`src/rtl/b01_trace_pkg.sv`:
```
// Shared definitions for the b01 trace monitor.
// Contents:
//   state_e   - capture FSM states. The encoding is visible on state_o.
//   OUTP..STAMP_LSB - bit offsets of the fields inside one trace record.
//   rec_width - record width for a given cycle-stamp width.
package b01_trace_pkg;

  typedef enum logic [1:0] {
    StIdle    = 2'd0,
    StCapture = 2'd1,
    StFrozen  = 2'd2
  } state_e;

  localparam int unsigned OUTP      = 0;
  localparam int unsigned OVF       = 1;
  localparam int unsigned L1        = 2;
  localparam int unsigned L2        = 3;
  localparam int unsigned STAMP_LSB = 4;

  function automatic int unsigned rec_width(input int unsigned cw);
    return cw + 4;
  endfunction

endpackage

```
`src/rtl/b01_trace_fifo.sv`:
```
// First-word-fall-through FIFO that buffers trace records.
// Ports:
//   clock, reset   - rising-edge clock; asynchronous, active-high reset (empties the FIFO)
//   push, wdata    - write request and record; ignored when full unless a pop happens too
//   pop            - consume the head; ignored when empty
//   rdata          - current head (meaningful only while !empty)
//   full, empty    - occupancy flags
//   count          - occupancy, 0..DEPTH
// The pointers are one bit wider than the address, so full and empty can be told apart.
module b01_trace_fifo #(
  parameter int unsigned DEPTH = 16,
  parameter int unsigned WIDTH = 20,
  localparam int unsigned AW   = $clog2(DEPTH)
) (
  input  logic             clock,
  input  logic             reset,
  input  logic             push,
  input  logic [WIDTH-1:0] wdata,
  input  logic             pop,
  output logic [WIDTH-1:0] rdata,
  output logic             full,
  output logic             empty,
  output logic [AW:0]      count
);

  localparam logic [AW:0] PtrOne = (AW + 1)'(1);

  logic [WIDTH-1:0] r_mem [DEPTH];
  logic [AW:0]      r_wr_ptr;
  logic [AW:0]      r_rd_ptr;
  logic             w_do_push;
  logic             w_do_pop;

  assign count = r_wr_ptr - r_rd_ptr;
  assign empty = (r_wr_ptr == r_rd_ptr);
  assign full  = (count == (AW + 1)'(DEPTH));
  assign rdata = r_mem[r_rd_ptr[AW-1:0]];

  assign w_do_pop  = pop & ~empty;
  // When full, a push on the same edge as a pop reuses the slot that is just being freed.
  assign w_do_push = push & (~full | w_do_pop);

  always_ff @(posedge clock or posedge reset) begin
    if (reset) begin
      r_wr_ptr <= '0;
      r_rd_ptr <= '0;
    end else begin
      if (w_do_push) r_wr_ptr <= r_wr_ptr + PtrOne;
      if (w_do_pop)  r_rd_ptr <= r_rd_ptr + PtrOne;
    end
  end

  // Storage is not reset: the pointers alone decide which entries are valid.
  always_ff @(posedge clock) begin
    if (w_do_push) r_mem[r_wr_ptr[AW-1:0]] <= wdata;
  end

endmodule

```
`src/rtl/b01_trace_monitor.sv`:
```
// Observation stage for the b01 serial adder/comparator.
// When obs is high during CAPTURE, the monitor samples the stimulus and response bits
// together with a free-running cycle stamp. Each sample goes into a FIFO that the harness
// drains over a valid/ready interface. The monitor also keeps saturating counts of
// overflow rising edges and of samples lost because the FIFO was full.
// Ports:
//   clock, reset            - rising-edge clock; asynchronous, active-high reset
//   enable, freeze          - arm capture / stop capture (sticky until reset)
//   obs                     - observation strobe
//   line1, line2            - b01 inputs
//   outp, overflw           - b01 outputs
//   rec_valid, rec_data     - FIFO head {stamp, line2, line1, overflw, outp}; data is 0 when not valid
//   rec_ready               - consumer accepts the head
//   fifo_full               - occupancy == DEPTH
//   ovf_count, drop_count   - saturating event counters
//   state_o                 - FSM state (IDLE=0, CAPTURE=1, FROZEN=2)
module b01_trace_monitor
  import b01_trace_pkg::*;
#(
  parameter int unsigned DEPTH        = 16,
  parameter int unsigned CW           = 16,
  parameter bit          STOP_ON_FULL = 1'b0,
  parameter int unsigned SAT_W        = 8
) (
  input  logic                     clock,
  input  logic                     reset,
  input  logic                     enable,
  input  logic                     freeze,
  input  logic                     obs,
  input  logic                     line1,
  input  logic                     line2,
  input  logic                     outp,
  input  logic                     overflw,
  output logic                     rec_valid,
  output logic [rec_width(CW)-1:0] rec_data,
  input  logic                     rec_ready,
  output logic                     fifo_full,
  output logic [SAT_W-1:0]         ovf_count,
  output logic [SAT_W-1:0]         drop_count,
  output logic [1:0]               state_o
);

  localparam int unsigned RW = rec_width(CW);
  localparam int unsigned AW = $clog2(DEPTH);

  state_e           r_state;
  state_e           w_state_d;
  logic [CW-1:0]    r_stamp;
  logic             r_prev_ovf;
  logic [SAT_W-1:0] r_ovf_count;
  logic [SAT_W-1:0] r_drop_count;

  logic             w_full;
  logic             w_empty;
  logic [AW:0]      w_count;
  logic [RW-1:0]    w_rec;
  logic [RW-1:0]    w_fifo_rdata;
  logic             w_pop;
  logic             w_sample;
  logic             w_push;
  logic             w_drop;
  logic             w_ovf_rise;

  // freeze wins over a coincident strobe.
  assign w_sample   = (r_state == StCapture) & obs & ~freeze;
  assign w_pop      = rec_valid & rec_ready;
  assign w_push     = w_sample & (~w_full | w_pop);
  assign w_drop     = w_sample & w_full & ~w_pop;
  assign w_ovf_rise = (r_state == StCapture) & overflw & ~r_prev_ovf;

  always_comb begin
    w_rec                     = '0;
    w_rec[OUTP]               = outp;
    w_rec[OVF]                = overflw;
    w_rec[L1]                 = line1;
    w_rec[L2]                 = line2;
    w_rec[STAMP_LSB +: CW]    = r_stamp;
  end

  b01_trace_fifo #(
    .DEPTH (DEPTH),
    .WIDTH (RW)
  ) u_fifo (
    .clock (clock),
    .reset (reset),
    .push  (w_push),
    .wdata (w_rec),
    .pop   (w_pop),
    .rdata (w_fifo_rdata),
    .full  (w_full),
    .empty (w_empty),
    .count (w_count)
  );

  always_comb begin
    w_state_d = r_state;
    case (r_state)
      StIdle: begin
        if (freeze)      w_state_d = StFrozen;
        else if (enable) w_state_d = StCapture;
      end
      StCapture: begin
        if (freeze || (STOP_ON_FULL && w_drop)) w_state_d = StFrozen;
        else if (!enable)                       w_state_d = StIdle;
      end
      StFrozen: w_state_d = StFrozen;
      default:  w_state_d = StIdle;
    endcase
  end

  always_ff @(posedge clock or posedge reset) begin
    if (reset) begin
      r_state      <= StIdle;
      r_stamp      <= '0;
      r_prev_ovf   <= 1'b0;
      r_ovf_count  <= '0;
      r_drop_count <= '0;
    end else begin
      r_state    <= w_state_d;
      r_stamp    <= r_stamp + CW'(1);
      r_prev_ovf <= overflw;
      if (w_ovf_rise && (r_ovf_count != '1))  r_ovf_count  <= r_ovf_count + SAT_W'(1);
      if (w_drop && (r_drop_count != '1))     r_drop_count <= r_drop_count + SAT_W'(1);
    end
  end

  assign rec_valid  = ~w_empty;
  assign rec_data   = rec_valid ? w_fifo_rdata : '0;
  assign fifo_full  = (w_count == (AW + 1)'(DEPTH));
  assign ovf_count  = r_ovf_count;
  assign drop_count = r_drop_count;
  assign state_o    = r_state;

endmodule

```
`config.mk`:
```
export PLATFORM = sky130hd
export DESIGN_NAME = b01_trace_monitor
export DESIGN_NICKNAME = d
export VERILOG_FILES = /design/src/rtl/b01_trace_pkg.sv /design/src/rtl/b01_trace_fifo.sv /design/src/rtl/b01_trace_monitor.sv
export SDC_FILE = /design/constraint.sdc
export NUM_CORES = 1
export LEC_CHECK = 0
export ABC_AREA = 1
export ABC_CLOCK_PERIOD_IN_PS = 7600
export BUFFER_PORTS_ARGS = -buffer_cell sky130_fd_sc_hd__buf_4
export CORE_MARGIN = 10
export CORE_UTILIZATION = 47
export DETAILED_ROUTE_END_ITERATION = 12
export PLACE_DENSITY = 0.62
export SYNTH_ARGS = -nofsm -noshare
export SYNTH_HDL_FRONTEND = slang
export SYNTH_HIERARCHICAL = 1
export SYNTH_SLANG_ARGS = --single-unit
```
`constraint.sdc`:
```
create_clock -name clock -period 7.6 [get_ports clock]
set_input_delay 1.52 -clock clock [delete_from_list [all_inputs] [get_ports clock]]
set_output_delay 1.52 -clock clock [all_outputs]
set_load 0.05 [all_outputs]
```
==> results of run 1 <==
[per-stage QoR]
step	util	hold WS [ns]	setup WS [ns]	total power, W
2_1_floorplan	-	0.4930	3.281	0.003700
5_1_grt	0.5366	0.5492	2.240	0.006380
3_3_place_gp	0.4990	0.4896	3.057	0.004290
6_report	0.5366	0.5050	2.507	0.006073
3_5_place_dp	0.4990	0.4974	3.077	0.004298
4_1_cts	0.5366	0.5092	2.526	0.006117
[cell type report]
cell class,instances,share of cell area
inverters,65,0.01419
multi-input cells,831,0.2342
flip-flops and latches,365,0.6185
clock inverters,18,0.01102
clock buffers,50,0.05914
well taps,442,0.03184
repair buffers,72,0.03112
[placed cells by master, fill, tap and decap left out, types with 2 or more instances in the layout]
| cell type | synthesis | routed |
|---|---|---|
| a21oi_1 | 4 | 4 |
| buf_4 | 10 | 72 |
| bufinv_16 | 0 | 4 |
| clkbuf_1 | 38 | 10 |
| clkbuf_16 | 0 | 39 |
| clkinv_1 | 0 | 8 |
| clkinv_2 | 0 | 3 |
| clkinv_4 | 0 | 2 |
| dfrtp_1 | 45 | 43 |
| dfrtp_4 | 0 | 2 |
| edfxtp_1 | 320 | 320 |
| ha_1 | 12 | 12 |
| inv_1 | 64 | 64 |
| nand2_1 | 174 | 174 |
| nand2_2 | 8 | 8 |
| nand2_4 | 4 | 4 |
| nand3_1 | 67 | 67 |
| nand3b_1 | 2 | 2 |
| nand4_1 | 5 | 5 |
| nor2_1 | 273 | 256 |
| nor2_2 | 5 | 22 |
| nor2_4 | 2 | 2 |
| nor3_1 | 2 | 2 |
| o211ai_1 | 40 | 40 |
| o21ai_0 | 161 | 161 |
| o21ai_1 | 5 | 5 |
| o22ai_1 | 40 | 40 |
| or2_1 | 2 | 2 |
| xnor2_1 | 7 | 7 |
| xor2_1 | 15 | 15 |
[kinds of logic (layout without fill, tap and decap cells)]
family / count (synthesis) / count (layout)
AO/OA/AOI/OAI: 250 / 250
XOR/XNOR: 22 / 22
buffers and inverters: 134 / 205
flip-flops: 365 / 365
adder cells (fa/ha/maj): 13 / 13
AND/OR/NAND/NOR: 546 / 546
[metal layers]
layer	GRT usage	vias to the layer above	part of all wire
met4	0.06329	0	0.031
met5	0	-	0
li1	-	4748	-
met1	0.2533	5066	0.44
met3	0.02969	78	0.067
met2	0.2899	356	0.46
[registers in the layout, summed over array words and instances, names as in the netlist]
signal           flops
u_fifo/r_rd_ptr      5
state_o              2
u_fifo/r_wr_ptr      5
drop_count           8
r_prev_ovf           1
r_stamp             16
ovf_count            8
u_fifo/r_mem       320
[final timing paths]
check | from | endpoint | slack, ns | cells past startpoint
min in group asynchronous | reset | ovf_count[6]$_DFFE_PP0P_ | 0.98 | 2
max reg2reg | u_fifo/r_rd_ptr[1]$_DFFE_PP0P_ | u_fifo/r_mem[11][17]$_DFFE_PP_ | 3.09 | 12
min | state_o[1]$_DFFE_PP0P_ | state_o[1]$_DFFE_PP0P_ | 0.50 | 1
max | u_fifo/r_rd_ptr[0]$_DFFE_PP0P_ | rec_data[14] | 2.51 | 9
max in group asynchronous | reset | r_stamp[15]$_DFF_PP0_ | 5.91 | 3
min reg2reg | state_o[1]$_DFFE_PP0P_ | state_o[1]$_DFFE_PP0P_ | 0.50 | 1
[power breakdown]
part           switching (W)  total, W  internal (W)
combinational        0.00145   0.00202      0.000574
clock               0.000732   0.00182       0.00109
sequential         0.0000600   0.00223       0.00217
total                0.00224   0.00607       0.00384
==> results_dict.tcl, run 1 <==
set metrics [dict create \
    crit_type "reg2out" \
    layout.cells.non_filler 1843 \
    clk_path_buf_depth 3 \
    root_buffer "clkbuf_16" \
    first_iter_violations 861 \
    synth_top_area_frac 0.6261 \
    maxSlewViolCount 0 \
    rsz0062_at_grt "no" \
    critical-path-top-delay-family "buffers and inverters" \
    yosys.area.top_type "edfxtp_1" \
    yosys.area_share.simple 0.1474 \
    skew_ns 0.02495 \
    multi_input_area_sq_mm 0.004069 \
    die_x_microns 200.7 \
    synthXorXnorAreaFrac 0.01255 \
    required_ns 6.08 \
    finalCritPeriodShare 0.6702 \
    cts_resized 0 \
    clock.fmax_mhz 196.3 \
    rows 66 \
    hold_class "reg2reg" \
    outcome "finished clean" \
    htreeDepth 2 \
    crit_arrival_ns 3.57 \
    fin_nets 1396 \
    wire_per_inst_microns 20.42 \
    yosysUniqueCellTypes 33 \
    grt_antenna_before_repair 0 \
    clock_latency_ns 0.53 \
    synthMuxAreaShare 0 \
    ys_warn_count 6 \
    syn-cell-area_sq_mm 0.01535 \
    p_leak_nw 6.385 \
    via_count 10250 \
    ys_top_cells_by_count "edfxtp_1, nor2_1, nand2_1" \
    crit_path_top_delay_cell "inv_4" \
    place_hpwl_microns 21520 \
    relSlewSlack 0.08455 \
    ys_seq_area_frac 0.6994 \
    design_area_sq_mm 0.01737 \
    endpoint_kind "output port" \
    register_area_sq_mm 0.01074 \
    port_buffers 49 \
    post_cts_buffers 0 \
    area_growth_syn_to_layout_pct 13.17 \
    max-cap-violations 0 \
    cts_tree "yes" \
    cts_num_sinks 365 \
    synth_ff_type "edfxtp_1" \
    synth_top_family_by_area "simple AND/OR/NAND/NOR gates" \
    gr-total-overflow 0 \
    numCtsBuffers 38 \
    path_clk_slew_ns 0.06 \
    start_util 0.4741 \
    finalSetupTns_ns 0 \
    drcViolationCount 0 \
    dpl-instance-area_sq_mm 0.01615 \
    syn_inst 1330 \
    grt_pass1_wl_microns 58140 \
    worst_pin_slew_ns 1.372 \
    layout-drive-gt1-share 0.1163 \
    finalCriticalPeriod_ns 5.093 \
    num_antenna_cells 0 \
    core_sq_mm 0.03237 \
    synth_area_per_cell_sq_um 11.54 \
    wl_microns 37630 \
    grt_max_degree 96 \
    ir_worst_vdd_v 0.0002125 \
    ant_nets 0 \
    finalSetupViolCount 0 \
    synth_edf_count 320 \
    path_max_fanout 95 \
    async_reset_ff_frac 0.1233 \
    placed_cells 1775 \
    synthAdderAreaFrac 0.01109 \
    synth_compound_area_frac 0.09130 \
    postCtsHoldBufs 0 \
    synth_area_leaders "edfxtp_1, dfrtp_1, nor2_1" \
    detail_route.vias_per_cell 5.560 \
    synth_seq_cells 365 \
    io_pins 50 \
    path_cells "inv_4 -> buf_4 -> nor2_1 -> o211ai_1 -> nand3_1 -> nand3_1 -> inv_1 -> nor2_1 -> buf_4" \
    critical_path_buf_inv_count 4 \
    chipHeight_microns 200.7 \
    first_global_vias 9857 \
    place_congestion 0.8194 \
    start_kind "flop" \
    dieArea_sq_mm 0.04028 \
    dr.pass1.iters 6 \
    hold_viol 0 \
    track_usage 0.1835 \
    syn_nets 1353 \
    fill_cells 2809 \
    slowest_delay_ns 0.75 \
    power_density_mw_per_mm2 349.6 \
    synth_most_common_cell "edfxtp_1" \
]
No activity file was read; power rests on OpenSTA's default activity.
==> inputs of run 2 (changes only) <==
--- a/config.mk
+++ b/config.mk
@@ -6,12 +6,12 @@
 export NUM_CORES = 1
 export LEC_CHECK = 0
 export ABC_AREA = 1
-export ABC_CLOCK_PERIOD_IN_PS = 7600
+export ABC_CLOCK_PERIOD_IN_PS = 4300
 export BUFFER_PORTS_ARGS = -buffer_cell sky130_fd_sc_hd__buf_4
 export CORE_MARGIN = 10
 export CORE_UTILIZATION = 47
 export DETAILED_ROUTE_END_ITERATION = 12
-export PLACE_DENSITY = 0.62
+export PLACE_DENSITY = 0.65
 export SYNTH_ARGS = -nofsm -noshare
 export SYNTH_HDL_FRONTEND = slang
 export SYNTH_HIERARCHICAL = 1
==> constraint.sdc (replaced) <==
create_clock -name clock -period 4.3 [get_ports clock]
set_input_delay 0.86 -clock clock [delete_from_list [all_inputs] [get_ports clock]]
set_output_delay 0.86 -clock clock [all_outputs]
set_load 0.05 [all_outputs]
==> run 2 against run 1 <==
Compared with the run above: sequential power increased by 73%; sequential share of layout area is 0.24 points lower; die area is the same.
==> results_dict.tcl, run 2 (synthesized netlist as in run 1, its figures left out) <==
set metrics [dict create \
    relSlewSlack 0.2503 \
    outcome "finished clean" \
    first_global_vias 10030 \
    final_common_cell "edfxtp_1" \
    cts_num_sinks 365 \
    chipHeight_microns 200.7 \
    area_growth_syn_to_layout_pct 13.62 \
    max-cap-violations 0 \
    maxSlewViolCount 0 \
    ant_nets 0 \
    numCtsBuffers 38 \
    wl_microns 37690 \
    layout-drive-gt1-share 0.1262 \
    gr-total-overflow 0 \
    largest_reg_flops 320 \
    finalPower_w 0.01069 \
    design_area_sq_mm 0.01744 \
    io_pins 50 \
    post_cts_buffers 0 \
    via_count 10240 \
    skew_ns 0.01707 \
    dieArea_sq_mm 0.04028 \
    clock.fmax_mhz 250.4 \
    grt_max_degree 164 \
    hold_viol 0 \
    finalSetupTns_ns 0 \
    pwr-share-comb 0.347 \
    start_kind "flop" \
    fin_nets 1405 \
    track_usage 0.1830 \
    rsz0062_at_grt "no" \
    path_max_fanout 163 \
    finalCritPeriodShare 0.9287 \
    detail_route.vias_per_cell 5.524 \
    power_density_mw_per_mm2 612.8 \
    cts_tree "yes" \
    hold_class "in2async" \
    path_clk_slew_ns 0.06 \
    grt_antenna_before_repair 0 \
    place_hpwl_microns 21390 \
    port_buffers 49 \
    core_sq_mm 0.03237 \
    pwr-share-seq 0.361 \
    start_util 0.4741 \
    htreeDepth 2 \
    crit_arrival_ns 3.13 \
    clock_latency_ns 0.52 \
    fin_ws_ns 0.3066 \
    layout_common_cells "edfxtp_1, nor2_1, nand2_1, o21ai_0, buf_4" \
    rows 66 \
    clk_path_buf_depth 3 \
    endpoint_kind "output port" \
    root_buffer "clkbuf_16" \
    die_x_microns 200.7 \
    dpl-instance-area_sq_mm 0.01624 \
    postLayoutCoreUtil 0.5387 \
    intPower_w 0.006726 \
    wire_per_inst_microns 20.34 \
    first_iter_violations 917 \
    p_leak_nw 6.443 \
    finalSetupViolCount 0 \
    required_ns 3.44 \
    drcViolationCount 0 \
    grt_pass1_wl_microns 58260 \
    place_ws_ns 0.6174 \
    ir_worst_vdd_v 0.0004747 \
    crit_type "reg2out" \
    worst_pin_slew_ns 1.123 \
    num_antenna_cells 0 \
    finalCriticalPeriod_ns 3.993 \
    power.switching_w 0.003960 \
    place_congestion 0.8343 \
    dr.pass1.iters 5 \
    swShare 0.3706 \
    clkPwrFrac 0.292 \
]
-- run 2: critical path: stages, from the launching register on --
cell and delay (ns):
dfrtp_4 0.49, buf_12 0.21, inv_4 0.46, buf_4 0.42, nor2_1 0.07, o211ai_1 0.19, nand3_1 0.14, nand3_1 0.14
inv_1 0.07, nor2_1 0.10, buf_4 0.21
-- run 2: through the flow --
step	hold WS (ns)	std cells
2_1_floorplan	0.4930	1330
3_3_place_gp	0.4964	1784
3_5_place_dp	0.4986	1784
4_1_cts	0.3751	1853
5_1_grt	0.3962	1853
6_report	0.3781	1853
-- run 2: per-layer routing --
layer | vias to the layer above | routed length [microns] | part of all wire | GRT usage
met3 | 75 | 2531 | 0.067 | 0.03437
li1 | 4768 | - | - | -
met4 | 0 | 894 | 0.024 | 0.05356
met5 | - | 0 | 0 | 0
met1 | 5007 | 15780 | 0.42 | 0.2388
met2 | 386 | 18480 | 0.49 | 0.3056
-- run 2: power groups by stage --
| stage | clock [W] | combinational [W] | sequential [W] |
|---|---|---|---|
| final | 0.00312 | 0.00371 | 0.00386 |
| after global routing | 0.00332 | 0.00403 | 0.00386 |
| after CTS | 0.00318 | 0.00371 | 0.00386 |
| after detailed placement | 0 | 0.00369 | 0.00393 |
| after global placement | 0 | 0.00368 | 0.00393 |
| after floorplan | 0 | 0.00261 | 0.00393 |
-- run 2: worst paths after layout --
path,depth (start not counted),from,slack [ns],to
max,10,u_fifo/r_rd_ptr[0]$_DFFE_PP0P_,0.31,rec_data[8]
min,2,reset,0.38,u_fifo/r_rd_ptr[3]$_DFFE_PP0P_
max reg2reg,15,u_fifo/r_wr_ptr[0]$_DFFE_PP0P_,0.62,u_fifo/r_mem[11][18]$_DFFE_PP_
min reg2reg,1,state_o[1]$_DFFE_PP0P_,0.50,state_o[1]$_DFFE_PP0P_
max in group asynchronous,3,reset,2.89,ovf_count[4]$_DFFE_PP0P_
min in group clock,1,state_o[1]$_DFFE_PP0P_,0.50,state_o[1]$_DFFE_PP0P_
-- run 2: cell type report --
cell class / count / area (sq um)
Clock inverter: 13 / 91.34
Timing Repair Buffer: 81 / 636.9
Tap cell: 442 / 553.0
Fill cell: 2786 / 14930
Inverter: 65 / 246.5
Clock buffer: 56 / 1100
Sequential cell: 365 / 10740
Multi-Input combinational cell: 831 / 4069
-- run 2: timing repair --
action                     CTS  global route
hold buffers                 0             0
setup endpoints to repair    0             2
gates resized for setup      0             1
